**src/rtl/seq_div_pkg.sv**
```systemverilog
// Shared types and constants for the seq_div_4 iterative restoring divider.
package seq_div_pkg;

    typedef enum logic [1:0] {
        IDLE = 2'd0,
        BUSY = 2'd1,
        DONE = 2'd2
    } div_state_t;

    // Quotient reported for a zero divisor: all ones at the requested width.
    function automatic logic [31:0] div_zero_quo(input int width);
        return 32'hFFFF_FFFF >> (32 - width);
    endfunction

endpackage

```
**src/rtl/div_trial_sub.sv**
```systemverilog
// Trial subtractor for one restoring-division step; borrow means the trial failed.
module div_trial_sub #(
    parameter int WIDTH = 4
) (
    input  logic [WIDTH:0] a,
    input  logic [WIDTH:0] b,
    output logic [WIDTH:0] diff,
    output logic           borrow
);

    assign {borrow, diff} = {1'b0, a} - {1'b0, b};

endmodule

```
**src/rtl/seq_div_4.sv**
```systemverilog
// Iterative restoring divider, one trial subtraction per cycle, valid/ready on both sides.
// Optional signed (truncating) division is enabled by defining SEQ_DIV_SIGNED_EN.
module seq_div_4
    import seq_div_pkg::*;
#(
    parameter int WIDTH = 4
) (
    input  logic             clk,
    input  logic             rst_n,
    input  logic             in_valid,
    output logic             in_ready,
    input  logic [WIDTH-1:0] dividend,
    input  logic [WIDTH-1:0] divisor,
`ifdef SEQ_DIV_SIGNED_EN
    input  logic             is_signed,
`endif
    output logic             out_valid,
    input  logic             out_ready,
    output logic [WIDTH-1:0] quotient,
    output logic [WIDTH-1:0] remainder,
    output logic             div_by_zero
);

    localparam int CW = $clog2(WIDTH) + 1;
    localparam logic [WIDTH-1:0] DIV_ZERO_QUO = WIDTH'(div_zero_quo(WIDTH));
    localparam logic [CW-1:0]    CNT_LOAD     = CW'(WIDTH - 1);
    localparam logic [CW-1:0]    CNT_ONE      = {{(CW-1){1'b0}}, 1'b1};

    div_state_t       state_r, state_nxt_s;
    logic [CW-1:0]    count_r, count_nxt_s;
    logic [WIDTH-1:0] rem_r, rem_nxt_s, quo_r, quo_nxt_s, dvs_r, dvs_nxt_s;
    logic             dbz_r, dbz_nxt_s;
    logic [WIDTH-1:0] dd_mag_s, dv_mag_s, step_rem_s, step_quo_s;
    logic [WIDTH:0]   rem_sh_s, diff_s;
    logic             borrow_s, diff_msb_unused_s;

`ifdef SEQ_DIV_SIGNED_EN
    logic neg_q_r, neg_q_nxt_s, neg_r_r, neg_r_nxt_s, neg_q_s, neg_r_s;

    function automatic logic [WIDTH-1:0] neg_w(input logic [WIDTH-1:0] x);
        return ~x + {{(WIDTH-1){1'b0}}, 1'b1};
    endfunction

    // Magnitudes and result signs captured at accept time.
    always_comb begin
        neg_q_s  = is_signed & (dividend[WIDTH-1] ^ divisor[WIDTH-1]);
        neg_r_s  = is_signed & dividend[WIDTH-1];
        dd_mag_s = (is_signed && dividend[WIDTH-1]) ? neg_w(dividend) : dividend;
        dv_mag_s = (is_signed && divisor[WIDTH-1])  ? neg_w(divisor)  : divisor;
    end
`else
    assign dd_mag_s = dividend;
    assign dv_mag_s = divisor;
`endif

    // Partial remainder shifted left, pulling in the next dividend bit from quo_r.
    assign rem_sh_s          = {rem_r, quo_r[WIDTH-1]};
    assign diff_msb_unused_s = diff_s[WIDTH];

    div_trial_sub #(.WIDTH(WIDTH)) u_trial (
        .a      (rem_sh_s),
        .b      ({1'b0, dvs_r}),
        .diff   (diff_s),
        .borrow (borrow_s)
    );

    // Restore on borrow, otherwise keep the difference and set the quotient bit.
    always_comb begin
        if (borrow_s) begin
            step_rem_s = rem_sh_s[WIDTH-1:0];
        end else begin
            step_rem_s = diff_s[WIDTH-1:0];
        end
        step_quo_s = {quo_r[WIDTH-2:0], ~borrow_s};
    end

    // Next-state and datapath update for the IDLE/BUSY/DONE controller.
    always_comb begin
        state_nxt_s = state_r;
        count_nxt_s = count_r;
        rem_nxt_s   = rem_r;
        quo_nxt_s   = quo_r;
        dvs_nxt_s   = dvs_r;
        dbz_nxt_s   = dbz_r;
`ifdef SEQ_DIV_SIGNED_EN
        neg_q_nxt_s = neg_q_r;
        neg_r_nxt_s = neg_r_r;
`endif
        case (state_r)
            IDLE: begin
                if (in_valid) begin
                    count_nxt_s = CNT_LOAD;
                    dvs_nxt_s   = dv_mag_s;
`ifdef SEQ_DIV_SIGNED_EN
                    neg_q_nxt_s = neg_q_s;
                    neg_r_nxt_s = neg_r_s;
`endif
                    if (divisor == {WIDTH{1'b0}}) begin
                        state_nxt_s = DONE;
                        quo_nxt_s   = DIV_ZERO_QUO;
                        rem_nxt_s   = dividend;
                        dbz_nxt_s   = 1'b1;
                    end else begin
                        state_nxt_s = BUSY;
                        quo_nxt_s   = dd_mag_s;
                        rem_nxt_s   = {WIDTH{1'b0}};
                        dbz_nxt_s   = 1'b0;
                    end
                end else begin
                    state_nxt_s = IDLE;
                end
            end
            BUSY: begin
                rem_nxt_s = step_rem_s;
                quo_nxt_s = step_quo_s;
                if (count_r == {CW{1'b0}}) begin
                    state_nxt_s = DONE;
`ifdef SEQ_DIV_SIGNED_EN
                    quo_nxt_s = neg_q_r ? neg_w(step_quo_s) : step_quo_s;
                    rem_nxt_s = neg_r_r ? neg_w(step_rem_s) : step_rem_s;
`endif
                end else begin
                    count_nxt_s = count_r - CNT_ONE;
                end
            end
            DONE: begin
                if (out_ready) begin
                    state_nxt_s = IDLE;
                end else begin
                    state_nxt_s = DONE;
                end
            end
            default: begin
                state_nxt_s = IDLE;
            end
        endcase
    end

    // Controller state register.
    always_ff @(posedge clk or negedge rst_n) begin
        if (!rst_n) begin
            state_r <= IDLE;
        end else begin
            state_r <= state_nxt_s;
        end
    end

    // Datapath registers; a reset mid-division discards the operation.
    always_ff @(posedge clk or negedge rst_n) begin
        if (!rst_n) begin
            count_r <= {CW{1'b0}};
            rem_r   <= {WIDTH{1'b0}};
            quo_r   <= {WIDTH{1'b0}};
            dvs_r   <= {WIDTH{1'b0}};
            dbz_r   <= 1'b0;
`ifdef SEQ_DIV_SIGNED_EN
            neg_q_r <= 1'b0;
            neg_r_r <= 1'b0;
`endif
        end else begin
            count_r <= count_nxt_s;
            rem_r   <= rem_nxt_s;
            quo_r   <= quo_nxt_s;
            dvs_r   <= dvs_nxt_s;
            dbz_r   <= dbz_nxt_s;
`ifdef SEQ_DIV_SIGNED_EN
            neg_q_r <= neg_q_nxt_s;
            neg_r_r <= neg_r_nxt_s;
`endif
        end
    end

    assign in_ready    = (state_r == IDLE);
    assign out_valid   = (state_r == DONE);
    assign quotient    = quo_r;
    assign remainder   = rem_r;
    assign div_by_zero = dbz_r;

endmodule

```
**config.mk**
```make
export PLATFORM = sky130hd
export DESIGN_NAME = seq_div_4
export DESIGN_NICKNAME = d
export VERILOG_FILES = /design/src/rtl/seq_div_pkg.sv /design/src/rtl/div_trial_sub.sv /design/src/rtl/seq_div_4.sv
export SDC_FILE = /design/constraint.sdc
export NUM_CORES = 1
export LEC_CHECK = 0
export BUFFER_PORTS_ARGS = -buffer_cell sky130_fd_sc_hd__buf_4
export CAP_MARGIN = 15
export CORE_AREA = 2 2 47 49
export CTS_BUF_LIST = sky130_fd_sc_hd__clkbuf_2 sky130_fd_sc_hd__clkbuf_4 sky130_fd_sc_hd__clkbuf_8
export CTS_CLUSTER_DIAMETER = 150
export DETAILED_ROUTE_END_ITERATION = 8
export DIE_AREA = 0 0 49 51
export GPL_TIMING_DRIVEN = 0
export HOLD_SLACK_MARGIN = 0.06
export PLACE_DENSITY_LB_ADDON = 0.05
export SLEW_MARGIN = 10
export SYNTH_ARGS = -nofsm -noshare
export SYNTH_HDL_FRONTEND = slang
export SYNTH_SLANG_ARGS = --single-unit
```
**constraint.sdc**
```tcl
create_clock -name clk -period 2.1 [get_ports clk]
set_input_delay 0 -clock clk [delete_from_list [all_inputs] [get_ports clk]]
set_output_delay 0 -clock clk [all_outputs]
set_load 0.01 [all_outputs]
```
; Yosys cells after proc, flatten, opt, wreduce, memory -nomap -nowiden
; Index checks and enable logic that the tools add are counted.
[classes]
add_sub_neg = 2
multipliers = 0
n_div = 0
n_lt_le_gt_ge = 0
eq_ne = 5
shifts = 0
n_mux = 16
n_bitwise = 1
n_reduce_logical = 7
[op_table]
columns = cell, count
row1 = $mux W4, 5
row2 = $pmux W4 S2, 2
row3 = $mux W2, 4
row4 = $mux W3, 2
row5 = $ne A2 B2 Y1 const B, 3
row6 = $pmux W2 S3, 1
row7 = $pmux W3 S2, 1
row8 = $sub A5 B4 Y6, 1
row9 = $logic_not A4 Y1, 1
row10 = $reduce_and A2 Y1, 2
row11 = $logic_not A3 Y1, 1
row12 = $reduce_and A3 Y1, 1
row13 = $sub A3 B1 Y3 const B, 1
row14 = $eq A2 B1 Y1 const B, 1
row15 = $eq A2 B2 Y1 const B, 1
row16 = $logic_not A2 Y1, 1
row17 = $reduce_bool A2 Y1, 1
row18 = $mux W1, 1
row19 = $not A1 Y1, 1
[word_totals]
register_bits = 18
latch_bits = 0
mem_bits_rw = 0
rom_bits = 0
input_bits = 12
out_inout_bits = 11
word_cells = 37
n_memories = 0

; Longest topological paths before layout
; Gate-level depths: netlist of the first run.
[logic_depth]
ltp_word = 4
mapped_depth = 7
depth_no_buf = 7

; By module
; Synthesis of the first run repeated with hierarchy kept, for this count alone.
[hier_totals]
cells_unflattened = 123
hier_area_um2 = 1133.6
[by_module_without_submodules]
columns = module, instances, cells_each, area_each_um2, seq_area_each_um2
row1 = seq_div_4, 1, 94, 927.1, 450.4
row2 = div_trial_sub, 1, 29, 206.4, 0.0

; Least setup slack after synthesis of the first run
; Ideal clock, no wire load.
[synth_timing]
path_type = register to register
from = register rem_r[0] (netlist: remainder[0])
to = register rem_r[0] (netlist: remainder[0])
setup_time_ns = 0.083
arrival_ns = 1.789
required_ns = 2.017
path_slack_ns = 0.228
path_stages_with_launch = 7
n_path_buf = 0
synth_period_minus_slack_ns = 1.872
path_cell_list = dfrtp_1 ha_1 nor2b_4 o31a_1 nor3_4 mux2_1 o21ai_0
[synth_via]
elab_chain_len = 3
[synth_rtl]
columns = item, line
row1 = "start, declared", seq_div_4.sv:31  ; logic [WIDTH-1:0] rem_r, rem_nxt_s, quo_r, quo_nxt_s, dvs_r, dvs_nxt_s;
row2 = "start signal, assigned", seq_div_4.sv:152  ; rem_r <= {WIDTH{1'b0}};
row3 = "start signal, assigned", seq_div_4.sv:162  ; rem_r <= rem_nxt_s;
row4 = $sub A5 B4 Y6, div_trial_sub.sv:11  ; assign {borrow, diff} = {1'b0, a} - {1'b0, b};
row5 = $mux W4, seq_div_4.sv:69  ; if (borrow_s) begin
row6 = $pmux W4 S2, seq_div_4.sv:89  ; case (state_r)
; Every way passes these cells.
; A chain may end at the register's enable or synchronous reset.

; Worst setup path after layout of the first run
; Same ends and word-level chain as after synthesis.

==> impl_metrics.env, run 1 <==
export IMPL_ff2ff_path_depth=6
export IMPL_leakage_nw=0.647
export IMPL_status="complete, no violations"
export IMPL_cp_max_fo=6
export IMPL_synth_area_um2=1050
export IMPL_ys_seq_area_share_pct=43.0
export IMPL_clkTransAtPathRegs_ns=0.10
export IMPL_hpwl_um=1730
export IMPL_fin_crit_sh_pct=94.0
export IMPL_drv_slew=0
export IMPL_power_total_mw=2.10
export IMPL_grt_setup_unrepaired="no"
export IMPL_grt_overflow_total=0
export IMPL_rows=17
export IMPL_clockBufferDepth=2
export IMPL_grt_use_total_pct=22.4
export IMPL_grt_first_pass_wirelength_um=4220
export IMPL_critical_path_class="register to register"
export IMPL_cts_sinks=18
export IMPL_die_h_um=51
export IMPL_max_cap_violations=0
export IMPL_clock_fmax_ghz=0.507
export IMPL_ctsHtreeMaxLevel=1
export IMPL_startpoint_type="register"
export IMPL_grt_max_degree=19
export IMPL_clock_latency_ns=0.30
export IMPL_hold_path_class="input pin to asynchronous set/reset pin"
export IMPL_fin_tns_setup_ns=0
export IMPL_post_route_min_period_ns=1.97
export IMPL_relSlewSlack_pct=55.5
export IMPL_rr_endpoint="remainder[0]"
export IMPL_synth_area_per_cell_um2=9.61
export IMPL_final_setup_viol_count=0
export IMPL_io_pins=23
export IMPL_synth_nets=128
export IMPL_fin_nets=165
export IMPL_antenna_found_initial=0
export IMPL_fp_coreArea_um2=2060
export IMPL_portBuffers=22
export IMPL_area_growth_pct=32.1
export IMPL_cts_tree="done"
export IMPL_tightest_slew_ns=0.662
export IMPL_critPathArrivalTime_ns=2.20
export IMPL_clock_skew_ns=0.00273
export IMPL_vias=925
export IMPL_yosysWarnings=0
export IMPL_cts_buffers=3
export IMPL_ant_nets=0
export IMPL_gp_congestion=0.716
export IMPL_synthCells=109
export IMPL_dieArea_um2=2500
export IMPL_via_per_inst=5.35
export IMPL_drt_first_pass_iters=4
export IMPL_clockRootBuffer="clkbuf_4"
export IMPL_drt_iter0_markers=7
export IMPL_drt_total_wl_um=2420
export IMPL_synth_cell_types=34
export IMPL_critical_path_required_ns=2.33
export IMPL_initial_core_util_pct=50.8
export IMPL_r2r_start="remainder[0]"
export IMPL_diodes=0
export IMPL_ff2ff_setup_slack_ns=0.13
export IMPL_powerDensity_nw_per_um2=1520
export IMPL_drive_gt1_share_pct=25.5
export IMPL_ctsResizeCount=0
export IMPL_vdd_ir_drop_max_v=0.000946
export IMPL_finalHoldViolCount=0
export IMPL_endpoint_kind="register"
export IMPL_routedWlPerCell_um=14.0
export IMPL_synth_seq_cells=18
export IMPL_dieWidth_um=49
export IMPL_drc=0
export IMPL_grt_pass1_vias=962
## routing by layer
metal,GRT usage [%],share of wire [%],up-vias
li1,-,-,455
met1,26.5,41,445
met2,40.2,53,17
met3,2.05,2.4,8
met4,12.9,3.1,0
met5,0,0,-
## synth_stat cells
master,number,share of area [%]
a21oi_1,6,2.9
a2bb2oi_1,3,2.5
a31oi_1,1,0.60
buf_2,4,1.9
dfrtp_1,18,43
fa_1,1,1.9
ha_1,6,7.2
inv_1,9,3.2
mux2_1,1,1.1
mux2_2,2,2.2
mux2i_1,2,1.9
nand2_1,5,1.8
nand2b_1,3,1.8
nand3b_1,1,0.72
nor2_1,13,4.7
nor2_2,1,0.60
nor2_4,1,1.1
nor2b_1,4,2.4
nor2b_4,1,1.3
nor3_1,3,1.4
nor3_4,1,1.6
nor4_1,1,0.60
nor4b_1,1,0.84
o21a_1,1,0.72
o21ai_0,3,1.4
o21ai_1,7,3.3
o221ai_1,1,0.84
o22ai_1,3,1.8
o31a_1,1,0.84
o31ai_1,1,0.72
or3_1,1,0.60
or4_1,1,0.72
or4_4,1,1.1
xor2_1,1,0.84
## stage by stage
step / hold WS [ns] / util (%) / instances / area [um2] / worst slack, ns
finish: 0.0880 / 67.1 / 173 / 1380 / 0.127
global route: 0.142 / 67.1 / 173 / 1380 / 0.0301
CTS: 0.102 / 67.1 / 173 / 1380 / 0.119
detailed placement: -0.117 / 60.5 / 159 / 1250 / 0.146
global placement: -0.119 / 60.5 / 159 / 1250 / 0.136
floorplan: -0.296 / - / 109 / 1050 / 0.228
## kinds of logic after synthesis
logic type               after synthesis  share of synthesized area, %
XOR/XNOR                               1                         0.836
buffers and inverters                 13                          5.14
flip-flops                            18                          43.0
AO/OA/AOI/OAI                         27                          15.7
multiplexers                           5                          5.14
AND/OR/NAND/NOR                       38                          21.1
adder cells (fa/ha/maj)                7                          9.08
## worst max path at each step
stage            startpoint      endpoint  slack (ns)  depth (start not counted)
2_1_floorplan  remainder[0]  remainder[0]        0.23                          6
6_report       remainder[0]  remainder[0]        0.13                          6
4_1_cts        remainder[0]  remainder[0]        0.12                          6
3_3_place_gp   remainder[0]  remainder[0]        0.14                          6
5_1_grt        remainder[0]  remainder[0]        0.03                          6
3_5_place_dp   remainder[0]  remainder[0]        0.15                          6
## critical path: stages, from the launching register on
cell and delay, ns:
dfrtp_1 0.47, ha_1 0.31, nor2b_4 0.13, o31a_1 0.27, nor3_4 0.23, mux2_1 0.35, o21ai_0 0.14
## power by group
part | switching [mW] | total [mW] | internal, mW
combinational | 0.630 | 1.24 | 0.611
clock | 0.111 | 0.216 | 0.106
sequential | 0.126 | 0.642 | 0.516
total | 0.867 | 2.10 | 1.23
## cells in the final DEF, fill, tap and decap left out, types with 4 or more instances in the layout
master,synthesis,final
buf_4,0,22
dfrtp_1,18,18
nor2_1,13,13
dlygate4sd3_1,0,10
inv_1,9,9
o21ai_1,7,7
a21oi_1,6,6
ha_1,6,6
nand2_1,5,5
buf_2,4,4
nor2b_1,4,4
## final cells by class
class,instances,area (um2)
plain buffers,4,20.0
repair buffers,32,265
clock buffers,4,36.3
inverters,9,33.8
fillers,187,679
well taps,28,35.0
multi-input cells,78,543
flip-flops and latches,18,450
## registers in the layout (all words and copies together) (netlist names)
name         count
count_r          3
div_by_zero      1
dvs_r            4
quotient         4
remainder        4
state_r          2
## repair_timing
item / in CTS / in global routing
hold buffers: 10 / 0
endpoints found under the hold margin: 30 / 0
endpoints found under the setup margin: 0 / 0
setup buffers: 0 / 0
(Power assumes the default switching activity.)
==> run 2: changes to the inputs <==
--- a/config.mk
+++ b/config.mk
@@ -9,3 +9,3 @@
 export CAP_MARGIN = 15
-export CORE_AREA = 2 2 47 49
+export CORE_AREA = 2 2 65 67
 export CTS_BUF_LIST = sky130_fd_sc_hd__clkbuf_2 sky130_fd_sc_hd__clkbuf_4 sky130_fd_sc_hd__clkbuf_8
@@ -13,3 +13,3 @@
 export DETAILED_ROUTE_END_ITERATION = 8
-export DIE_AREA = 0 0 49 51
+export DIE_AREA = 0 0 67 69
 export GPL_TIMING_DRIVEN = 0
@@ -20,2 +20,3 @@
 export SYNTH_HDL_FRONTEND = slang
+export SYNTH_HIERARCHICAL = 1
 export SYNTH_SLANG_ARGS = --single-unit
--- a/constraint.sdc
+++ b/constraint.sdc
@@ -3,2 +3,2 @@
 set_output_delay 0 -clock clk [all_outputs]
-set_load 0.01 [all_outputs]
+set_load 0.005 [all_outputs]
==> run 2 against run 1 <==
Effect of this change: power rose by 7.2%; worst hold slack improved by 0.067 ns; fmax rose by 3.1%; utilization down 29 points; synthesized cell count rose by 8.3%; clock power increased by 35%; first-iteration DRC count grew to 5.0 times the previous value; design area increased by 7.3%; critical endpoint is now remainder[2]; sequential power is essentially flat; synthesized area is 5.3% higher; flip-flop and latch count is the same; sequential share of layout area decreased by 2.2 points; critical path type unchanged.
==> impl_metrics.env, run 2 <==
export IMPL_final_common_cell="buf_4"
export IMPL_antenna_found_initial=0
export IMPL_status="complete, no violations"
export IMPL_critPathArrivalTime_ns=2.03
export IMPL_p_clk_share_pct=12.9
export IMPL_dieArea_um2=4620
export IMPL_cpPeakStageDelay_ns=0.42
export IMPL_drc=0
export IMPL_fp_coreArea_um2=3910
export IMPL_swShare_pct=41.0
export IMPL_pre_cts_slack_ns=0.169
export IMPL_max_cap_violations=0
export IMPL_p_seq_share_pct=28.5
export IMPL_drt_total_wl_um=2630
export IMPL_routedWlPerCell_um=12.9
export IMPL_ant_nets=0
export IMPL_powerDensity_nw_per_um2=1520
export IMPL_ff2ff_setup_slack_ns=0.19
export IMPL_drv_slew=0
export IMPL_cts_setup_buffers=0
export IMPL_cts_sinks=18
export IMPL_vias=935
export IMPL_synth_area_um2=1100
export IMPL_synthCells=118
export IMPL_cp_max_fo=6
export IMPL_synth_area_per_cell_um2=9.34
export IMPL_cts_buffers=3
export IMPL_gp_congestion=0.733
export IMPL_fin_nets=175
export IMPL_fin_tns_setup_ns=0
export IMPL_grt_pass1_vias=989
export IMPL_diodes=0
export IMPL_clock_latency_ns=0.25
export IMPL_ff2ff_path_depth=7
export IMPL_combPwrFrac_pct=58.5
export IMPL_leakage_nw=0.725
export IMPL_design_area_um2=1490
export IMPL_grt_max_degree=19
export IMPL_n_fill_cell=430
export IMPL_rows=23
export IMPL_area_growth_pct=34.7
export IMPL_clock_skew_ns=0.00278
export IMPL_clock_fmax_ghz=0.522
export IMPL_drive_gt1_share_pct=23.4
export IMPL_ctsHtreeMaxLevel=1
export IMPL_finalHoldViolCount=0
export IMPL_cts_tree="done"
export IMPL_power_switching_mw=0.923
export IMPL_relSlewSlack_pct=59.3
export IMPL_cp_top_family="flip-flops"
export IMPL_tightest_slew_ns=0.605
export IMPL_io_pins=23
export IMPL_power_internal_mw=1.33
export IMPL_rr_endpoint="remainder[2]"
export IMPL_portBuffers=22
export IMPL_fin_crit_sh_pct=91.2
export IMPL_synth_nets=138
export IMPL_initial_core_util_pct=28.2
export IMPL_dieWidth_um=67
export IMPL_grt_setup_unrepaired="no"
export IMPL_clkTransAtPathRegs_ns=0.07
export IMPL_final_setup_viol_count=0
export IMPL_hpwl_um=1940
export IMPL_grt_first_pass_wirelength_um=4660
export IMPL_r2r_start="remainder[1]"
export IMPL_clockBufferDepth=2
export IMPL_endpoint_kind="register"
export IMPL_slowest_stage="dfrtp_1"
export IMPL_drt_iter0_markers=35
export IMPL_yosysWarnings=6
export IMPL_clockRootBuffer="clkbuf_8"
export IMPL_placedInstanceArea_um2=1330
export IMPL_fin_ws_ns=0.186
export IMPL_grt_use_total_pct=13.1
export IMPL_critical_path_required_ns=2.22
export IMPL_startpoint_type="register"
export IMPL_vdd_ir_drop_max_v=0.000448
export IMPL_critical_path_class="register to register"
export IMPL_drt_first_pass_iters=4
export IMPL_most_common_layout_cells="23 x buf_4, 19 x nand2_1, 18 x dfrtp_1"
export IMPL_post_route_min_period_ns=1.91
export IMPL_die_h_um=69
export IMPL_via_per_inst=4.58
export IMPL_crit_chain="ha_1, o21ai_0, a21oi_1, o22ai_1, buf_1, mux2i_1, a22oi_1"
export IMPL_path_buf_inv=1
export IMPL_hold_path_class="input pin to asynchronous set/reset pin"
export IMPL_grt_overflow_total=0
## run 2: how the worst max path moves through the flow
stage	from	end	slack (ns)	depth (start not counted)
detailed placement	remainder[1]	remainder[2]	0.17	7
finish	remainder[1]	remainder[2]	0.19	7
global route	remainder[1]	remainder[0]	0.03	7
floorplan	remainder[1]	remainder[0]	0.40	7
CTS	remainder[1]	remainder[2]	0.17	7
global placement	remainder[1]	remainder[2]	0.19	7
## run 2: worst reg2reg max path: stages (launching register included)
cell and delay [ns]:
dfrtp_1 0.42, ha_1 0.35, o21ai_0 0.15, a21oi_1 0.06, o22ai_1 0.12, buf_1 0.33, mux2i_1 0.25, a22oi_1 0.09
## run 2: repair_timing
item,CTS,global route
hold buffers,10,0
gates resized for setup,0,0
hold endpoints to repair,30,0
## run 2: final cells by class
type	count	area, um2	area share (%)
repair buffers	32	265	17.9
clock buffers	4	55.1	3.71
flip-flops and latches	18	450	30.3
plain buffers	6	42.5	2.86
inverters	12	45.0	3.03
multi-input cells	82	564	38.0
well taps	50	62.6	4.21
## run 2: through the flow
step | hold slack (ns) | utilization (%) | instances | power (mW)
floorplan | -0.296 | - | 118 | 1.56
global placement | -0.108 | 34.0 | 190 | 1.95
detailed placement | -0.106 | 34.0 | 190 | 1.97
CTS | 0.158 | 37.9 | 204 | 2.30
global route | 0.170 | 37.9 | 204 | 2.53
finish | 0.155 | 37.9 | 204 | 2.25
## run 2: metal layers
metal  share of wire [%]  up-vias  track usage [%]
met4                 1.5        0             4.76
met3                 3.0        5             1.96
met5                   0        -                0
met2                  47       15             20.1
met1                  49      435             18.5
li1                    -      480                -
## run 2: power groups by stage
stage                     registers, mW  logic, mW  clock network (mW)
after floorplan                   0.629      0.935                   0
after global placement            0.648       1.30                   0
after detailed placement          0.653       1.32                   0
after CTS                         0.649       1.34               0.303
after global routing              0.667       1.54               0.321
final                             0.643       1.32               0.291
